$ cat src/rtl/ddr_rd_scheduler_if.sv
// DDR read-request channel between the line scheduler and the AXI read master.
// master: rd_req/rd_addr/rd_len out, rd_ready/rd_done in; slave is the mirror.
interface ddr_rd_scheduler_if #(
   parameter int ADDR_WIDTH = 28
);
   logic                  rd_req;
   logic [ADDR_WIDTH-1:0] rd_addr;
   logic [7:0]            rd_len;
   logic                  rd_ready;
   logic                  rd_done;

   modport master (
      output rd_req,
      output rd_addr,
      output rd_len,
      input  rd_ready,
      input  rd_done
   );

   modport slave (
      input  rd_req,
      input  rd_addr,
      input  rd_len,
      output rd_ready,
      output rd_done
   );
endinterface

$ cat src/rtl/ddr_rd_scheduler.sv
// Sequences DDR read bursts that build one 2x2 mosaic output line per request.
// Ports: clk/rst, line_req, frame_start, channel_en[3:0], buf_wait,
//   rd (master: rd_req/rd_addr/rd_len, rd_ready/rd_done), channel_sel[1:0],
//   blank_req, busy, line_done, frame_done, line_ovf (sticky).
module ddr_rd_scheduler #(
   parameter int DQ_WIDTH   = 32,
   parameter int H_WIDTH    = 1280,
   parameter int H_HEIGHT   = 720,
   parameter int BURST_LEN  = 16,
   parameter int ADDR_WIDTH = 28,
   parameter logic [ADDR_WIDTH-1:0] FB_BASE   = '0,
   parameter logic [ADDR_WIDTH-1:0] CH_OFFSET =
      ADDR_WIDTH'(32'h0020_0000)
) (
   input  logic                clk,
   input  logic                rst,
   input  logic                line_req,
   input  logic                frame_start,
   input  logic [3:0]          channel_en,
   input  logic                buf_wait,
   ddr_rd_scheduler_if.master  rd,
   output logic [1:0]          channel_sel,
   output logic                blank_req,
   output logic                busy,
   output logic                line_done,
   output logic                frame_done,
   output logic                line_ovf
);
   localparam int HALF_BEATS = (H_WIDTH / 2) / (DQ_WIDTH / 2);
   localparam int HALF_ROWS  = H_HEIGHT / 2;
   localparam int ROW_BYTES  = H_WIDTH;

   typedef enum logic [2:0] {
      IDLE,
      SEL,
      REQ,
      WAIT_DONE,
      NEXT
   } state_t;

   state_t                r_state;
   state_t                w_state_nxt;
   logic [15:0]           r_row;
   logic [1:0]            r_ch;
   logic [15:0]           r_beat;
   logic                  r_en;
   logic [ADDR_WIDTH-1:0] r_addr;
   logic [7:0]            r_len;
   logic                  r_pend;
   logic                  r_fs_pend;
   logic                  r_ovf;

   logic                  w_start;
   logic                  w_load;
   logic                  w_adv_ch;
   logic                  w_line_end;
   logic                  w_blank;
   logic                  w_rd_req;
   logic [15:0]           w_row_in;
   logic [1:0]            w_ch0;
   logic [15:0]           w_src;
   logic [15:0]           w_rem;
   logic [15:0]           w_beat_sum;
   logic [7:0]            w_len;
   logic [ADDR_WIDTH-1:0] w_addr;

   // frame_start in IDLE takes effect in the same cycle as a line_req
   assign w_row_in = frame_start ? 16'd0 : r_row;
   assign w_ch0    = (w_row_in < 16'(HALF_ROWS)) ? 2'd0 : 2'd2;

   // bottom-half rows fetch source row (row - H/2) of channels 2/3
   assign w_src = (r_row >= 16'(HALF_ROWS)) ?
                  r_row - 16'(HALF_ROWS) : r_row;

   assign w_rem = 16'(HALF_BEATS) - r_beat;
   assign w_len = (w_rem > 16'(BURST_LEN)) ?
                  8'(BURST_LEN - 1) : 8'(w_rem - 16'd1);

   assign w_addr = FB_BASE
                 + ADDR_WIDTH'(r_ch) * CH_OFFSET
                 + ADDR_WIDTH'(w_src) * ADDR_WIDTH'(ROW_BYTES)
                 + ADDR_WIDTH'(r_beat) * ADDR_WIDTH'(DQ_WIDTH);

   assign w_beat_sum = r_beat + {8'd0, r_len} + 16'd1;

   always_ff @(posedge clk) begin
      if (rst) r_state <= IDLE;
      else     r_state <= w_state_nxt;
   end

   always_comb begin
      w_state_nxt = r_state;
      w_start     = 1'b0;
      w_load      = 1'b0;
      w_adv_ch    = 1'b0;
      w_line_end  = 1'b0;
      w_blank     = 1'b0;
      w_rd_req    = 1'b0;
      unique case (r_state)
         IDLE: begin
            if (line_req || r_pend) begin
               w_start     = 1'b1;
               w_state_nxt = SEL;
            end
         end
         SEL: begin
            if (!r_en) begin
               w_blank     = 1'b1;
               w_state_nxt = NEXT;
            end else if (!buf_wait) begin
               w_load      = 1'b1;
               w_state_nxt = REQ;
            end
         end
         REQ: begin
            w_rd_req = 1'b1;
            if (rd.rd_ready) w_state_nxt = WAIT_DONE;
         end
         WAIT_DONE: begin
            if (rd.rd_done) begin
               if (w_beat_sum < 16'(HALF_BEATS))
                  w_state_nxt = SEL;
               else
                  w_state_nxt = NEXT;
            end
         end
         NEXT: begin
            if (!r_ch[0]) begin
               w_adv_ch    = 1'b1;
               w_state_nxt = SEL;
            end else begin
               w_line_end  = 1'b1;
               w_state_nxt = IDLE;
            end
         end
         default: w_state_nxt = IDLE;
      endcase
   end

   always_ff @(posedge clk) begin
      if (rst) begin
         r_row     <= '0;
         r_ch      <= '0;
         r_beat    <= '0;
         r_en      <= 1'b0;
         r_addr    <= '0;
         r_len     <= '0;
         r_pend    <= 1'b0;
         r_fs_pend <= 1'b0;
         r_ovf     <= 1'b0;
      end else begin
         if (r_state == IDLE) begin
            r_row     <= w_row_in;
            r_fs_pend <= 1'b0;
         end else if (w_line_end) begin
            // a frame_start seen during the line overrides the increment
            if (r_fs_pend || frame_start ||
                r_row == 16'(H_HEIGHT - 1))
               r_row <= '0;
            else
               r_row <= r_row + 16'd1;
            r_fs_pend <= 1'b0;
         end else if (frame_start) begin
            r_fs_pend <= 1'b1;
         end

         if (w_start) begin
            r_ch   <= w_ch0;
            r_beat <= '0;
            r_en   <= channel_en[w_ch0];
         end else if (w_adv_ch) begin
            r_ch   <= r_ch + 2'd1;
            r_beat <= '0;
            r_en   <= channel_en[r_ch + 2'd1];
         end else if (r_state == WAIT_DONE && rd.rd_done) begin
            r_beat <= w_beat_sum;
         end

         if (w_load) begin
            r_addr <= w_addr;
            r_len  <= w_len;
         end

         // one-deep request queue; a second queued request is dropped
         if (r_state == IDLE) begin
            r_pend <= r_pend & line_req;
         end else if (line_req) begin
            if (r_pend) r_ovf  <= 1'b1;
            else        r_pend <= 1'b1;
         end
      end
   end

   assign rd.rd_req   = w_rd_req;
   assign rd.rd_addr  = r_addr;
   assign rd.rd_len   = r_len;
   assign channel_sel = r_ch;
   assign blank_req   = w_blank;
   assign busy        = (r_state != IDLE);
   assign line_done   = w_line_end;
   assign frame_done  = w_line_end && (r_row == 16'(H_HEIGHT - 1));
   assign line_ovf    = r_ovf;
endmodule

$ cat src/flat_wrapper.sv
// flat-port wrapper written by rule: the top's interface ports become plain ports
module ddr_rd_scheduler_flat 
#(
   parameter int DQ_WIDTH   = 32,
   parameter int H_WIDTH    = 1280,
   parameter int H_HEIGHT   = 720,
   parameter int BURST_LEN  = 16,
   parameter int ADDR_WIDTH = 28,
   parameter logic [ADDR_WIDTH-1:0] FB_BASE   = '0,
   parameter logic [ADDR_WIDTH-1:0] CH_OFFSET =
      ADDR_WIDTH'(32'h0020_0000)
)
  (clk, rst, line_req, frame_start, channel_en, buf_wait, channel_sel, blank_req, busy, line_done, frame_done, line_ovf, rd_rd_req, rd_rd_addr, rd_rd_len, rd_rd_ready, rd_rd_done);
  ddr_rd_scheduler_if #(.ADDR_WIDTH(ADDR_WIDTH)) rd_i ();
  input  logic clk;
  input  logic rst;
  input  logic line_req;
  input  logic frame_start;
  input  logic [3:0] channel_en;
  input  logic buf_wait;
  output logic [1:0] channel_sel;
  output logic blank_req;
  output logic busy;
  output logic line_done;
  output logic frame_done;
  output logic line_ovf;
  output wire logic [$bits(rd_i.rd_req)-1:0] rd_rd_req;
  output wire logic [$bits(rd_i.rd_addr)-1:0] rd_rd_addr;
  output wire logic [$bits(rd_i.rd_len)-1:0] rd_rd_len;
  input wire logic [$bits(rd_i.rd_ready)-1:0] rd_rd_ready;
  input wire logic [$bits(rd_i.rd_done)-1:0] rd_rd_done;
  assign rd_rd_req = rd_i.rd_req;
  assign rd_rd_addr = rd_i.rd_addr;
  assign rd_rd_len = rd_i.rd_len;
  assign rd_i.rd_ready = rd_rd_ready;
  assign rd_i.rd_done = rd_rd_done;
  ddr_rd_scheduler #(.DQ_WIDTH(DQ_WIDTH), .H_WIDTH(H_WIDTH), .H_HEIGHT(H_HEIGHT), .BURST_LEN(BURST_LEN), .ADDR_WIDTH(ADDR_WIDTH), .FB_BASE(FB_BASE), .CH_OFFSET(CH_OFFSET)) u_core (.clk(clk), .rst(rst), .line_req(line_req), .frame_start(frame_start), .channel_en(channel_en), .buf_wait(buf_wait), .rd(rd_i), .channel_sel(channel_sel), .blank_req(blank_req), .busy(busy), .line_done(line_done), .frame_done(frame_done), .line_ovf(line_ovf));
endmodule
$ cat config.mk
export PLATFORM = sky130hd
export DESIGN_NAME = ddr_rd_scheduler_flat
export DESIGN_NICKNAME = d
export VERILOG_FILES = /design/src/rtl/ddr_rd_scheduler_if.sv /design/src/rtl/ddr_rd_scheduler.sv /design/src/flat_wrapper.sv
export SDC_FILE = /design/constraint.sdc
export NUM_CORES = 1
export LEC_CHECK = 0
export CORE_MARGIN = 3
export CORE_UTILIZATION = 40
export DETAILED_ROUTE_END_ITERATION = 8
export GPL_ROUTABILITY_DRIVEN = 0
export GPL_TIMING_DRIVEN = 0
export SLEW_MARGIN = 25
export SYNTH_ARGS = -nofsm -noshare
export SYNTH_HDL_FRONTEND = slang
export SYNTH_SLANG_ARGS = --single-unit
$ cat constraint.sdc
create_clock -name clk -period 6.83 [get_ports clk]
set_input_delay 0.683 -clock clk [delete_from_list [all_inputs] [get_ports clk]]
set_output_delay 0.683 -clock clk [all_outputs]
set_load 0.02 [all_outputs]
Yosys cells after proc, flatten, opt, wreduce, memory -nomap -nowiden. Index checks and enable logic that the tools add are counted.

Add/sub/neg operators: 9. $mul: 1. Order comparisons: 6. Eq/ne operators: 9. Mux-type cells: 37. Bitwise logic cells: 2. Reduce and logical (&&, ||, !) cells: 14.

Operators by type and width (count): 2-to-1 mux 16 bit (5); adder 16 x 1 -> 16 bit (second input constant) (2); adder 23 x 27 -> 28 bit (1); adder 28 x 21 -> 28 bit (1); multiplier 16 x 3 -> 19 bit (second input constant) (1); 2-to-1 mux 1 bit (19); 2-to-1 mux 3 bit (6); adder 16 x 8 -> 16 bit (1); == test 16 x 10 -> 1 bit (second input constant) (1); greater-or-equal comparator 16 x 9 -> 1 bit (second input constant) (1); greater-than comparator 16 x 5 -> 1 bit (second input constant) (1); < comparator 16 x 6 -> 1 bit (second input constant) (1); < comparator 16 x 9 -> 1 bit (second input constant) (1); subtractor 16 x 9 -> 16 bit (second input constant) (1); subtractor 6 x 16 -> 16 bit (first input constant) (1); case mux 3 bit (5 select lines) (1); 2-to-1 mux 8 bit (1); subtractor 8 x 1 -> 8 bit (second input constant) (1); == test 3 x 2 -> 1 bit (second input constant) (2); < comparator 2 x 3 -> 1 bit (second input constant) (2); 2-to-1 mux 2 bit (3); nonzero test 2 bit (3); OR reduction 3 bit (2); binary-select mux 1 bit (select 2 bit) (2); other kinds (14) (18).

Register bits: 77. Input port bits: 11. Output and inout bits: 44. Word-level logic and storage cells: 88.

Longest topological paths before layout.
Depth after elaboration: 6. Gate-level depth with buffers: 24. Depth with buffers taken out: 22.

Worst setup path after synthesis. OpenSTA, ideal clock, no wires.

Path kind: register to register. Start point: reg u_core.r_row[4]. End point: reg u_core.r_addr[24], in the netlist u_core.rd.rd_addr[24]. Library setup time: 0.086 ns. Arrival time: 4.868 ns. Path slack: 1.877 ns. Stages on the path, launching flop included: 24. Buffers on the path: 2. Clock period less this slack: 4.953 ns. Cell sequence: dfxtp_1 -> buf_2 -> o211a_1 -> o21ai_1 -> and3_1 -> clkbuf_1 -> nor2_1 -> xnor2_1 -> inv_1 -> ha_1 -> ha_1 -> o31a_1 -> a2111o_1 -> o21a_1 -> xor2_1 -> ha_1 -> a21o_1 -> a31o_2 -> a21o_1 -> a31o_2 -> a21oi_1 -> nor2_1 -> xnor2_1 -> a211oi_1.

Cells in the longest elaborated chain, start to end: 5. Elaborated cells between the ends (all ways): 6. Classes of those cells: add/sub: 3; mul: 1; order compare: 1; mux: 1.

RTL lines: start, declared (RTL line ddr_rd_scheduler.sv:43) `logic [15:0] r_row;`; start signal, assigned (RTL line ddr_rd_scheduler.sv:153) `r_row <= w_row_in;`; start signal, assigned (RTL line ddr_rd_scheduler.sv:161) `r_row <= r_row + 16'd1;`; subtractor 16 x 9 -> 16 bit / greater-or-equal comparator 16 x 9 -> 1 bit (equally long branches) (RTL line ddr_rd_scheduler.sv:73, ddr_rd_scheduler.sv:72); 2-to-1 mux 16 bit (*) (RTL line ddr_rd_scheduler.sv:72) `assign w_src = (r_row >= 16'(HALF_ROWS)) ?`; multiplier 16 x 3 -> 19 bit (*) (RTL line ddr_rd_scheduler.sv:81) `+ ADDR_WIDTH'(w_src) * ADDR_WIDTH'(ROW_BYTES)`; adder 23 x 27 -> 28 bit (*) (RTL line ddr_rd_scheduler.sv:81); adder 28 x 21 -> 28 bit (*) (RTL line ddr_rd_scheduler.sv:82) `+ ADDR_WIDTH'(r_beat) * ADDR_WIDTH'(DQ_WIDTH);`; end signal, assigned (RTL line ddr_rd_scheduler.sv:180) `r_addr <= w_addr;`; end, declared (RTL line ddr_rd_scheduler.sv:47) `logic [ADDR_WIDTH-1:0] r_addr;`.

Mark *: on every way between the ends. The rest lies on a longest branch, timed or not. A chain may end at the register's enable or synchronous reset.

Worst setup path in the final report.
Start point: reg u_core.r_row[10]. End point: reg u_core.r_addr[24], in the netlist u_core.rd.rd_addr[24].

The elaborated chain is that of the path after synthesis.

==> flow_metrics.env <==
export IMPL_synth_top_family_by_area="simple AND/OR/NAND/NOR gates"
export IMPL_worst_path_max_fanout=9
export IMPL_cts_sinks=72
export IMPL_netlist_top_cells_area="dfxtp_1 (24%), ha_1 (11%), a21oi_1 (6.4%)"
export IMPL_postCtsHoldBufs=0
export IMPL_synth_async_reset_ratio_pct=0
export IMPL_path_cells="buf_2 > nor2_1 > and3_2 > and3_1 > clkbuf_1 > nor2_1 > xnor2_1 > inv_1 > ha_1 > ha_1 > o31a_1 > a2111o_1 > o21a_1 > xor2_1 > ha_1 > a21o_1 > a31o_2 > a21o_1 > a31o_2 > a21oi_1 > nor2_1 > xnor2_1 > a211oi_1"
export IMPL_dieHeight_um=127
export IMPL_vias=5771
export IMPL_dieArea_sq_um=16300
export IMPL_peakVddDrop_v=0.000138
export IMPL_cp_arrival_ns=5.83
export IMPL_initialDrtViolationCount=345
export IMPL_drive_above_1_share_pct=5.29
export IMPL_gr_total_overflow=0
export IMPL_final_nets=914
export IMPL_final_hold_viol_count=0
export IMPL_yosys_mux_area_fraction_pct=1.21
export IMPL_cp_required_ns=7.03
export IMPL_cts_resized=0
export IMPL_grt_pass1_wl_mm=26.1
export IMPL_routed_via_density=5.60
export IMPL_rsz0062_at_grt="no"
export IMPL_yosysTopAreaCell="dfxtp_1"
export IMPL_period_share_pct=82.5
export IMPL_cellPowerDensity_nw_per_um2=178
export IMPL_die_x_um=127
export IMPL_grt_pass1_vias=5403
export IMPL_synthAdderAreaFrac_pct=12.2
export IMPL_setup_viol=0
export IMPL_dp_hpwl_mm=12.4
export IMPL_synth_xor_area_share_pct=8.31
export IMPL_io_pins=55
export IMPL_cts_buffer_depth=2
export IMPL_cts_setup_buffers=0
export IMPL_cp_end_kind="register"
export IMPL_synth_seq_cells=72
export IMPL_diodes=0
export IMPL_synth_edff_count=0
export IMPL_syn_avg_cell_area_sq_um=7.54
export IMPL_synth_cells=783
export IMPL_synth_simple_area_share_pct=24.3
export IMPL_layout_setup_ws_ns=1.19
export IMPL_totalWireLength_mm=15.9
export IMPL_syn_to_final_growth_pct=18.1
export IMPL_max_slew_margin_pct=42.3
export IMPL_placed_area_sq_um=6640
export IMPL_met1_length_mm=7.96
export IMPL_finalMaxSlewViolations=0
export IMPL_synth_ff_type="dfxtp_1"
export IMPL_leakage_nw=2.87
export IMPL_whs_ns=0.443
export IMPL_cap_violations=0
export IMPL_worstMarginPinSlew_ns=0.861
export IMPL_wl_per_cell_um=15.4
export IMPL_path_class="reg2reg"
export IMPL_wl_met2_mm=6.77
export IMPL_drtAntennaViolNets=0
export IMPL_numCtsBuffers=9
export IMPL_rows=43
export IMPL_hold_path_class="reg2reg"
export IMPL_wl_met3_um=815
export IMPL_cp_start_kind="register"
export IMPL_dr_pass1_iters=4
export IMPL_status="finished, final reports clean"
export IMPL_cts_clk_slew_worst_paths_ns=0.06
export IMPL_design_area_sq_um=6970
export IMPL_core_sq_um=14100
export IMPL_cp_num_buf_inv=3
export IMPL_slowest_delay_ns=0.42
export IMPL_ys_top_cells_by_count="nor2_1 (100), a21oi_1 (76), dfxtp_1 (72)"
export IMPL_yosysUniqueCellTypes=70
export IMPL_htreeDepth=3
export IMPL_cts_tree="built"
export IMPL_period_minus_slack_ns=5.64
export IMPL_worstSkewPairLatency_ns=0.35
export IMPL_remaining_drc_errors=0
export IMPL_cts_root_buffer="clkbuf_16"
export IMPL_synth_top_area_share_pct=24.4
export IMPL_grt_max_degree=13
export IMPL_yosysSeqAreaShare_pct=24.4
export IMPL_slowest_stage="a2111o_1"
export IMPL_io_buffers=49
export IMPL_fin_worst_skew_ns=0.00943
export IMPL_fin_tns_setup_ns=0
export IMPL_fmax_ghz=0.177
export IMPL_routed_top_layer="met4"
export IMPL_pre_cts_slack_ns=1.33
export IMPL_synth_compound_area_share_pct=24.2
export IMPL_syn_area_sq_um=5900
export IMPL_total_power_mw=1.24
export IMPL_synth_most_common_cell="nor2_1"
export IMPL_grt_use_total_pct=19.7
export IMPL_initial_core_util_pct=41.7
export IMPL_yosysWarnings=0
export IMPL_antenna_found_initial=0
export IMPL_critPathTopFamily="compound AO/OA/AOI/OAI gates"
## metal layers
metal,vias to the layer above,GRT usage (%)
met5,-,0
li1,2918,-
met3,26,4.35
met4,0,6.37
met1,2701,27.2
met2,126,30.6
## stage by stage
stage               util (%)  cells
floorplan                  -    787
global placement        46.9   1016
detailed placement      46.9   1016
CTS                     49.3   1031
global route            49.3   1031
finish                  49.3   1031
## worst paths after layout
kind / start / to / slack, ns / cells after the start
setup / recovery: u_core.r_row[10]$_SDFFE_PP0P_ / u_core.rd.rd_addr[24]$_SDFFE_PP0P_ / 1.19 / 23
hold / removal: u_core.rd.rd_addr[25]$_SDFFE_PP0P_ / u_core.rd.rd_addr[25]$_SDFFE_PP0P_ / 0.44 / 2
setup reg to reg: u_core.r_row[10]$_SDFFE_PP0P_ / u_core.rd.rd_addr[24]$_SDFFE_PP0P_ / 1.19 / 23
hold reg to reg: u_core.rd.rd_addr[25]$_SDFFE_PP0P_ / u_core.rd.rd_addr[25]$_SDFFE_PP0P_ / 0.44 / 2
## cell type report
cell class / count / area [sq um]
Fill cell: 1400 / 7180
Multi-Input combinational cell: 643 / 4180
Sequential cell: 72 / 1440
Timing Repair Buffer: 49 / 490
Clock buffer: 9 / 225
Tap cell: 180 / 225
Buffer: 46 / 210
Clock inverter: 6 / 109
Inverter: 26 / 97.6
## cell families after synthesis
group           count (synthesis)
buf+inv                        72
simple gates                  293
mux                             7
other cells                     1
fa+ha+maj                      56
flops                          72
compound gates                226
xor+xnor                       56
## cells in the final DEF, fill, tap and decap left out, types with 12 or more instances in the layout
master and n:
ha_1 53, clkbuf_1 32, dfxtp_1 72, xnor2_1 32, clkdlybuf4s50_1 49, and3_1 12
nand3_1 15, xor2_1 24, a211oi_1 22, nor2_1 100, a21oi_1 76, inv_1 25
o21a_1 13, nand2_1 70, nor3_1 18, o21ai_0 41
## worst reg2reg max path, cell delays in order (launching register included)
cell	delay, ns
dfxtp_1	0.29
buf_2	0.17
nor2_1	0.25
and3_2	0.32
and3_1	0.17
clkbuf_1	0.30
nor2_1	0.09
xnor2_1	0.29
inv_1	0.09
ha_1	0.31
ha_1	0.36
o31a_1	0.33
a2111o_1	0.42
o21a_1	0.15
xor2_1	0.14
ha_1	0.36
a21o_1	0.21
a31o_2	0.20
a21o_1	0.17
a31o_2	0.23
a21oi_1	0.16
nor2_1	0.08
xnor2_1	0.26
a211oi_1	0.11
## flip-flops by register name (all words and copies together) (netlist names)
| register | cells |
|---|---|
| u_core.r_pend | 1 |
| u_core.r_fs_pend | 1 |
| u_core.r_beat | 16 |
| u_core.r_row | 16 |
| u_core.r_en | 1 |
| u_core.rd.rd_addr | 23 |
| u_core.channel_sel | 2 |
| u_core.line_ovf | 1 |
| u_core.r_state | 3 |
| u_core.rd.rd_len | 8 |
## where the power goes
| part | total [mW] | leakage [nW] | switching (mW) | internal [mW] |
|---|---|---|---|---|
| Sequential | 0.452 | 0.581 | 0.0158 | 0.436 |
| Clock | 0.543 | 0.165 | 0.189 | 0.354 |
| Combinational | 0.247 | 2.12 | 0.158 | 0.0892 |
| Total | 1.24 | 2.87 | 0.363 | 0.879 |
Note: power is estimated with default switching activity, not from simulation.
